==> src/rtl/instr_fetch_if.sv <==
// instr_fetch_if: imem fetch port, redirect/halt control and the decode handshake
interface instr_fetch_if #(
  parameter int N    = 32,
  parameter int PC_W = 64
);
  logic [7:0]      imem_addr;
  logic [N-1:0]    imem_q;
  logic            redirect_valid;
  logic [PC_W-1:0] redirect_pc;
  logic            halt;
  logic            if_valid;
  logic [N-1:0]    if_instr;
  logic [PC_W-1:0] if_pc;
  logic            id_ready;
  logic            fetch_idle;
  modport master (
    output imem_addr, if_valid, if_instr, if_pc, fetch_idle,
    input  imem_q, redirect_valid, redirect_pc, halt, id_ready
  );
  modport slave (
    input  imem_addr, if_valid, if_instr, if_pc, fetch_idle,
    output imem_q, redirect_valid, redirect_pc, halt, id_ready
  );
endinterface

==> src/rtl/instr_fetch.sv <==
// instr_fetch: PC register plus a small circular queue of {pc,instr} feeding decode
module instr_fetch #(
  parameter int              N        = 32,
  parameter int              PC_W     = 64,
  parameter int              DEPTH    = 2,
  parameter logic [PC_W-1:0] RESET_PC = '0
) (
  input logic           clk,
  input logic           reset,
  instr_fetch_if.master bus
);
  localparam int AW = $clog2(DEPTH);
  localparam int CW = $clog2(DEPTH + 1);
  logic [PC_W-1:0] pc_q, pc_d;
  logic [PC_W-1:0] pcs_q [DEPTH];
  logic [N-1:0]    ins_q [DEPTH];
  logic [AW-1:0]   rd_q, rd_d, wr_q, wr_d;
  logic [CW-1:0]   cnt_q, cnt_d;
  logic            empty, deq, enq;
  assign empty          = cnt_q == '0;
  assign deq            = !empty && bus.id_ready;
  assign enq            = !bus.halt && !bus.redirect_valid && (cnt_q < CW'(DEPTH) || deq);
  assign bus.imem_addr  = pc_q[9:2];
  assign bus.if_valid   = !empty;
  assign bus.if_instr   = empty ? '0 : ins_q[rd_q];
  assign bus.if_pc      = empty ? '0 : pcs_q[rd_q];
  assign bus.fetch_idle = empty && bus.halt;
  // next PC, pointers and occupancy; a redirect flushes and discards any same-cycle dequeue
  always_comb begin
    pc_d  = bus.redirect_valid ? (bus.redirect_pc & ~PC_W'(3)) : enq ? pc_q + PC_W'(4) : pc_q;
    rd_d  = bus.redirect_valid ? '0 : deq ? rd_q + AW'(1) : rd_q;
    wr_d  = bus.redirect_valid ? '0 : enq ? wr_q + AW'(1) : wr_q;
    cnt_d = bus.redirect_valid ? '0 : cnt_q + CW'(enq) - CW'(deq);
  end
  // control state register
  always_ff @(posedge clk) begin
    if (reset) begin
      pc_q  <= RESET_PC;
      rd_q  <= '0;
      wr_q  <= '0;
      cnt_q <= '0;
    end else begin
      pc_q  <= pc_d;
      rd_q  <= rd_d;
      wr_q  <= wr_d;
      cnt_q <= cnt_d;
    end
  end
  // queue storage; entries are only read while counted, so no reset needed
  always_ff @(posedge clk) begin
    if (enq && !reset) begin
      pcs_q[wr_q] <= pc_q;
      ins_q[wr_q] <= bus.imem_q;
    end
  end
endmodule

==> src/flat_wrapper.sv <==
// flat-port wrapper written by rule: the top's interface ports become plain ports
module instr_fetch_flat 
#(
  parameter int              N        = 32,
  parameter int              PC_W     = 64,
  parameter int              DEPTH    = 2,
  parameter logic [PC_W-1:0] RESET_PC = '0
)
  (clk, reset, bus_imem_addr, bus_if_valid, bus_if_instr, bus_if_pc, bus_fetch_idle, bus_imem_q, bus_redirect_valid, bus_redirect_pc, bus_halt, bus_id_ready);
  instr_fetch_if #(.N(N), .PC_W(PC_W)) bus_i ();
  input logic clk;
  input logic reset;
  output wire logic [$bits(bus_i.imem_addr)-1:0] bus_imem_addr;
  output wire logic [$bits(bus_i.if_valid)-1:0] bus_if_valid;
  output wire logic [$bits(bus_i.if_instr)-1:0] bus_if_instr;
  output wire logic [$bits(bus_i.if_pc)-1:0] bus_if_pc;
  output wire logic [$bits(bus_i.fetch_idle)-1:0] bus_fetch_idle;
  input wire logic [$bits(bus_i.imem_q)-1:0] bus_imem_q;
  input wire logic [$bits(bus_i.redirect_valid)-1:0] bus_redirect_valid;
  input wire logic [$bits(bus_i.redirect_pc)-1:0] bus_redirect_pc;
  input wire logic [$bits(bus_i.halt)-1:0] bus_halt;
  input wire logic [$bits(bus_i.id_ready)-1:0] bus_id_ready;
  assign bus_imem_addr = bus_i.imem_addr;
  assign bus_if_valid = bus_i.if_valid;
  assign bus_if_instr = bus_i.if_instr;
  assign bus_if_pc = bus_i.if_pc;
  assign bus_fetch_idle = bus_i.fetch_idle;
  assign bus_i.imem_q = bus_imem_q;
  assign bus_i.redirect_valid = bus_redirect_valid;
  assign bus_i.redirect_pc = bus_redirect_pc;
  assign bus_i.halt = bus_halt;
  assign bus_i.id_ready = bus_id_ready;
  instr_fetch #(.N(N), .PC_W(PC_W), .DEPTH(DEPTH), .RESET_PC(RESET_PC)) u_core (.clk(clk), .reset(reset), .bus(bus_i));
endmodule
==> config.mk <==
export PLATFORM = sky130hd
export DESIGN_NAME = instr_fetch_flat
export DESIGN_NICKNAME = d
export VERILOG_FILES = /design/src/rtl/instr_fetch_if.sv /design/src/rtl/instr_fetch.sv /design/src/flat_wrapper.sv
export SDC_FILE = /design/constraint.sdc
export NUM_CORES = 1
export LEC_CHECK = 0
export CORE_MARGIN = 2
export CORE_UTILIZATION = 37
export CTS_CLUSTER_DIAMETER = 150
export DETAILED_ROUTE_END_ITERATION = 10
export GPL_TIMING_DRIVEN = 0
export SLEW_MARGIN = 0
export SYNTH_ARGS = -nofsm -noshare
export SYNTH_HDL_FRONTEND = slang
export SYNTH_SLANG_ARGS = --single-unit
==> constraint.sdc <==
create_clock -name clk -period 6.65 [get_ports clk]
set_input_delay 1.995 -clock clk [delete_from_list [all_inputs] [get_ports clk]]
set_output_delay 1.995 -clock clk [all_outputs]
set_load 0.1 [all_outputs]
==> flow_summary.html, run 1 <==
<table>
<tr><th>Metric</th><th>Value</th></tr>
<tr><th colspan="2">Routing</th></tr>
<tr><td>Wire length reported by the detailed router</td><td>30640 µm</td></tr>
<tr><td>Residual DRC count</td><td>0</td></tr>
<tr><td>Drt initial violations</td><td>606</td></tr>
<tr><td>Drt first pass iters</td><td>5</td></tr>
<tr><td>Via count</td><td>8404</td></tr>
<tr><td>Wire length per cell after detailed routing</td><td>between 15 and 20 µm</td></tr>
<tr><td>Antenna violation net count after detailed routing</td><td>0</td></tr>
<tr><td>Vias per std cell</td><td>approximately 5.2</td></tr>
<tr><th colspan="2">CTS</th></tr>
<tr><td># hold bufs at CTS</td><td>0</td></tr>
<tr><td>Cell at the root of the clock tree</td><td>sky130_fd_sc_hd__clkbuf_16</td></tr>
<tr><td>Bufs on Longest Clock Path</td><td>3</td></tr>
<tr><td>Count of instances resized after the clock tree is built</td><td>0</td></tr>
<tr><td>CTS tree</td><td>built</td></tr>
<tr><td>Post-CTS Setup Repair Bufs</td><td>0</td></tr>
<tr><td>Clk slew on worst S/H paths</td><td>roughly 60 ps</td></tr>
<tr><td>Insertion delay to the later sink of the worst-skew pair</td><td>530 ps</td></tr>
<tr><td>H-tree lvl count</td><td>1</td></tr>
<tr><td>Clk sink count</td><td>255</td></tr>
<tr><td>Total CTS buffers</td><td>27</td></tr>
<tr><th colspan="2">Setup path</th></tr>
<tr><td>Cell mode on critical path</td><td>sky130_fd_sc_hd__clkdlybuf4s50_1</td></tr>
<tr><td>Endpoint of the worst-slack reg-to-reg timing path</td><td>u_core.pc_q[55]$_SDFFE_PP0P_</td></tr>
<tr><td>Startpoint class of the critical path</td><td>primary input</td></tr>
<tr><td>Register-to-Register Setup Slack</td><td>between 4000 and 5000 ps</td></tr>
<tr><td>Maximum fanout along the worst path</td><td>4</td></tr>
<tr><td>CP required</td><td>4660 ps</td></tr>
<tr><td>Nature of the critical path endpoint</td><td>output pin</td></tr>
<tr><td>Cell with the biggest individual delay on the critical path</td><td>sky130_fd_sc_hd__clkdlybuf4s50_1</td></tr>
<tr><td>Source of the critical timing path</td><td>bus_halt</td></tr>
<tr><td>Critical path class</td><td>in2out</td></tr>
<tr><td>Cell Chain, Critical Path</td><td>clkdlybuf4s50_1 &gt; inv_1 &gt; nor2_1 &gt; clkdlybuf4s50_1</td></tr>
<tr><td>Worst setup path endpoint</td><td>bus_fetch_idle</td></tr>
<tr><td>Data arrival time at the worst-slack endpoint</td><td>slightly below 4000 ps</td></tr>
<tr><td>Critical register-to-register path startpoint</td><td>u_core.pc_q[13]$_SDFFE_PP0P_</td></tr>
<tr><td>Crit path largest cell delay</td><td>1140 ps</td></tr>
<tr><td>Reg2Reg Depth</td><td>6</td></tr>
<tr><th colspan="2">Global route</th></tr>
<tr><td>Global routing usage summed across all routing layers</td><td>0.1842</td></tr>
<tr><td>Number of antenna violations at the first check in global routing</td><td>0</td></tr>
<tr><td>Maximum number of pins on one net before global-route repair</td><td>64</td></tr>
<tr><td>Global-route wire length before repair</td><td>~47000 µm</td></tr>
<tr><td>Total overflow reported by the global router</td><td>0</td></tr>
<tr><td>Number of global-route vias before repair</td><td>around 8100</td></tr>
<tr><th colspan="2">Run</th></tr>
<tr><td>Max_cap viols</td><td>0</td></tr>
<tr><th colspan="2">Timing</th></tr>
<tr><td>Slew HR</td><td>0.3133</td></tr>
<tr><td>Setup_tns</td><td>0 ps</td></tr>
<tr><td>Clock period minus worst slack</td><td>5952 ps</td></tr>
<tr><td>Worst-case hold slack</td><td>~520 ps</td></tr>
<tr><td>Measured slew at the worst slew-check pin</td><td>1027 ps</td></tr>
<tr><td>Fmax</td><td>around 170 MHz</td></tr>
<tr><td>Final count of pins violating max slew</td><td>0</td></tr>
<tr><td>Finish-stage setup viols</td><td>0</td></tr>
<tr><td>Final-report hold violation count</td><td>0</td></tr>
<tr><td>Unrepaired setup endpoints after global routing</td><td>no</td></tr>
<tr><td>Final period utilization</td><td>0.8950</td></tr>
<tr><td>Worst-case clock skew</td><td>just over 10 ps</td></tr>
<tr><th colspan="2">Floorplan</th></tr>
<tr><td>Placement row count</td><td>64</td></tr>
<tr><td>Die outline area</td><td>0.03229 mm²</td></tr>
<tr><td>Vert. Die Dim</td><td>179.7 µm</td></tr>
<tr><td>Ports placed on the boundary</td><td>between 200 and 250</td></tr>
<tr><td>Overall die width</td><td>179.7 µm</td></tr>
<tr><td>Core area</td><td>0.03051 mm²</td></tr>
<tr><td>Starting utilization of the core area</td><td>0.3744</td></tr>
<tr><th colspan="2">Power and ir drop</th></tr>
<tr><td>Highest ir drop seen on vdd</td><td>roughly 180 µV</td></tr>
<tr><td>Total power per unit cell area</td><td>about 250 mW/mm²</td></tr>
<tr><td>Leakage dissipation</td><td>approximately 4.7 nW</td></tr>
<tr><td>Power after layout</td><td>roughly 0.0038 W</td></tr>
<tr><th colspan="2">Cells and area</th></tr>
<tr><td>Proportion of layout cells with a drive suffix above 1</td><td>0.06399</td></tr>
<tr><td>Post-layout net count</td><td>~1300</td></tr>
<tr><td>Area overhead of the layout relative to synthesis</td><td>30.14%</td></tr>
<tr><td>Non-filler instance count after layout</td><td>roughly 1600</td></tr>
<tr><td>Inserted Diodes</td><td>0</td></tr>
<tr><td>Leading cell type in the layout, fill and taps excluded</td><td>sky130_fd_sc_hd__clkdlybuf4s50_1</td></tr>
<tr><td>Commonest non-fill, non-tap cells in the layout</td><td>200 x sky130_fd_sc_hd__clkdlybuf4s50_1, 188 x sky130_fd_sc_hd__edfxtp_1, 156 x sky130_fd_sc_hd__nor2_1, 96 x sky130_fd_sc_hd__mux2i_1, 67 x sky130_fd_sc_hd__dfxtp_1</td></tr>
<tr><td>Filler cell count in the final layout</td><td>between 2000 and 3000</td></tr>
<tr><th colspan="2">Placement</th></tr>
<tr><td>Port Buffers</td><td>200</td></tr>
<tr><td>Global placement routability congestion</td><td>slightly below 0.9</td></tr>
<tr><td>Half-perimeter wire length after detailed placement</td><td>around 22000 µm</td></tr>
<tr><td>Total instance count after detailed placement</td><td>approximately 1600</td></tr>
<tr><th colspan="2">Synthesis</th></tr>
<tr><td>Post-Syn Instances</td><td>965</td></tr>
<tr><td>Synthesized flop and latch total</td><td>between 200 and 300</td></tr>
<tr><td>Top_reg_cell synth</td><td>sky130_fd_sc_hd__edfxtp_1</td></tr>
<tr><td>Sequential cell area fraction in the yosys report</td><td>0.6117</td></tr>
<tr><td>Synth Warn #</td><td>0</td></tr>
<tr><td>Distinct cells, synth</td><td>between 50 and 60</td></tr>
<tr><td>Async S/R FF share, synth</td><td>0</td></tr>
<tr><td>Number of enable flip-flop cells after synthesis</td><td>roughly 190</td></tr>
<tr><td>Cell area after synthesis</td><td>~0.011 mm²</td></tr>
<tr><td>Mean area per synthesized cell</td><td>11.84 µm²</td></tr>
<tr><th colspan="2">Outcome</th></tr>
<tr><td>Result of the run</td><td>finished, final reports clean</td></tr>
<tr><th colspan="2">Worst hold path</th></tr>
<tr><td>Worst min-delay path class</td><td>reg2reg</td></tr>
</table>
## power by group
part / internal (W) / leakage, nW / switching, W
Combinational: 0.000166 / 1.96 / 0.000366
Sequential: 0.00176 / 2.31 / 0.0000579
Clock: 0.000837 / 0.409 / 0.000593
Total: 0.00277 / 4.68 / 0.00102
## registers in the layout, summed over array words and instances (netlist names), named ones only
register      flops
u_core.rd_q       1
u_core.pcs_q    124
u_core.wr_q       1
u_core.pc_q      62
u_core.ins_q     64
u_core.cnt_q      2
## worst min path at each step
stage,start,to,slack (ps),depth (start not counted)
3_3_place_gp,u_core.pc_q[22]$_SDFFE_PP0P_,u_core.pcs_q[0][22]$_DFFE_PP_,470,0
5_1_grt,u_core.pc_q[22]$_SDFFE_PP0P_,u_core.pcs_q[0][22]$_DFFE_PP_,520,0
2_1_floorplan,u_core.pc_q[22]$_SDFFE_PP0P_,u_core.pcs_q[0][22]$_DFFE_PP_,420,0
4_1_cts,u_core.pc_q[22]$_SDFFE_PP0P_,u_core.pcs_q[0][22]$_DFFE_PP_,510,0
3_5_place_dp,u_core.pc_q[22]$_SDFFE_PP0P_,u_core.pcs_q[0][22]$_DFFE_PP_,500,0
6_report,u_core.pc_q[22]$_SDFFE_PP0P_,u_core.pcs_q[0][22]$_DFFE_PP_,520,0
## metrics by stage
step,setup slack [ps],util,cell area [µm²]
final,698.2,0.4872,14860
after global routing,577.4,0.4872,14860
after CTS,672.8,0.4872,14860
after detailed placement,672.1,0.4598,14030
after global placement,-1007,0.4564,13930
after floorplan,1073,-,11430
## kinds of logic after synthesis
logic type	after synthesis	synth area share
AND/OR/NAND/NOR	390	0.1747
XOR/XNOR	36	0.02760
flip-flops	255	0.6117
adder cells (fa/ha/maj)	3	0.003287
buffers and inverters	82	0.03319
multiplexers	96	0.08413
AO/OA/AOI/OAI	102	0.06507
other	1	0.0003283
## layer usage
metal	GRT usage	wire length [µm]	vias to the layer above
li1	-	-	4091
met1	0.2535	13770	3961
met2	0.2998	14210	299
met3	0.03424	1970	53
met4	0.04911	695	0
met5	0	0	-
## critical path, delay by kind of cell
kind / cells / cell delay [ps]
buffers and inverters: 3 / 1830
and+or+nand+nor: 1 / 120
## Yosys cell counts, drive strengths merged (8+ instances only)
master | n | area, µm²
clkbuf | 32 | 120.1
buf | 38 | 214.0
a311oi | 16 | 140.1
o31ai | 12 | 90.09
nor2 | 158 | 595.6
and2 | 14 | 87.59
and4 | 10 | 88.84
mux2i | 96 | 960.9
nand2 | 53 | 198.9
a21oi | 13 | 65.06
xnor2 | 25 | 219.0
or4 | 19 | 147.6
inv | 12 | 45.04
dfxtp | 67 | 1341
xor2 | 11 | 96.34
and3 | 13 | 82.58
nor3 | 18 | 110.1
o211ai | 8 | 60.06
nand3 | 37 | 195.2
edfxtp | 188 | 5645
a211oi | 29 | 217.7
nor4 | 20 | 140.1
nand4 | 25 | 177.7
## layout make-up
class / count / area, µm² / share of cell area
plain buffers: 70 / 334.1 / 0.02247
clock buffers: 38 / 726.9 / 0.04891
clock inverters: 11 / 108.9 / 0.007323
inverters: 12 / 45.04 / 0.003030
multi-input cells: 629 / 4070 / 0.2738
flip-flops and latches: 255 / 6987 / 0.4700
well taps: 396 / 495.5 / 0.03333
repair buffers: 204 / 2097 / 0.1411
No activity file was read; power rests on OpenSTA's default activity.
==> run 2, diff against run 1 <==
Settings changed: TNS_END_PERCENT set to 100.
==> results of run 2 <==
Final layout, timing and power as in run 1 (identical DEF).
==> run 3, diff against run 2 <==
Settings changed: TNS_END_PERCENT 100 to 50.
==> results of run 3 <==
Final layout, timing and power as in run 1 (identical DEF).
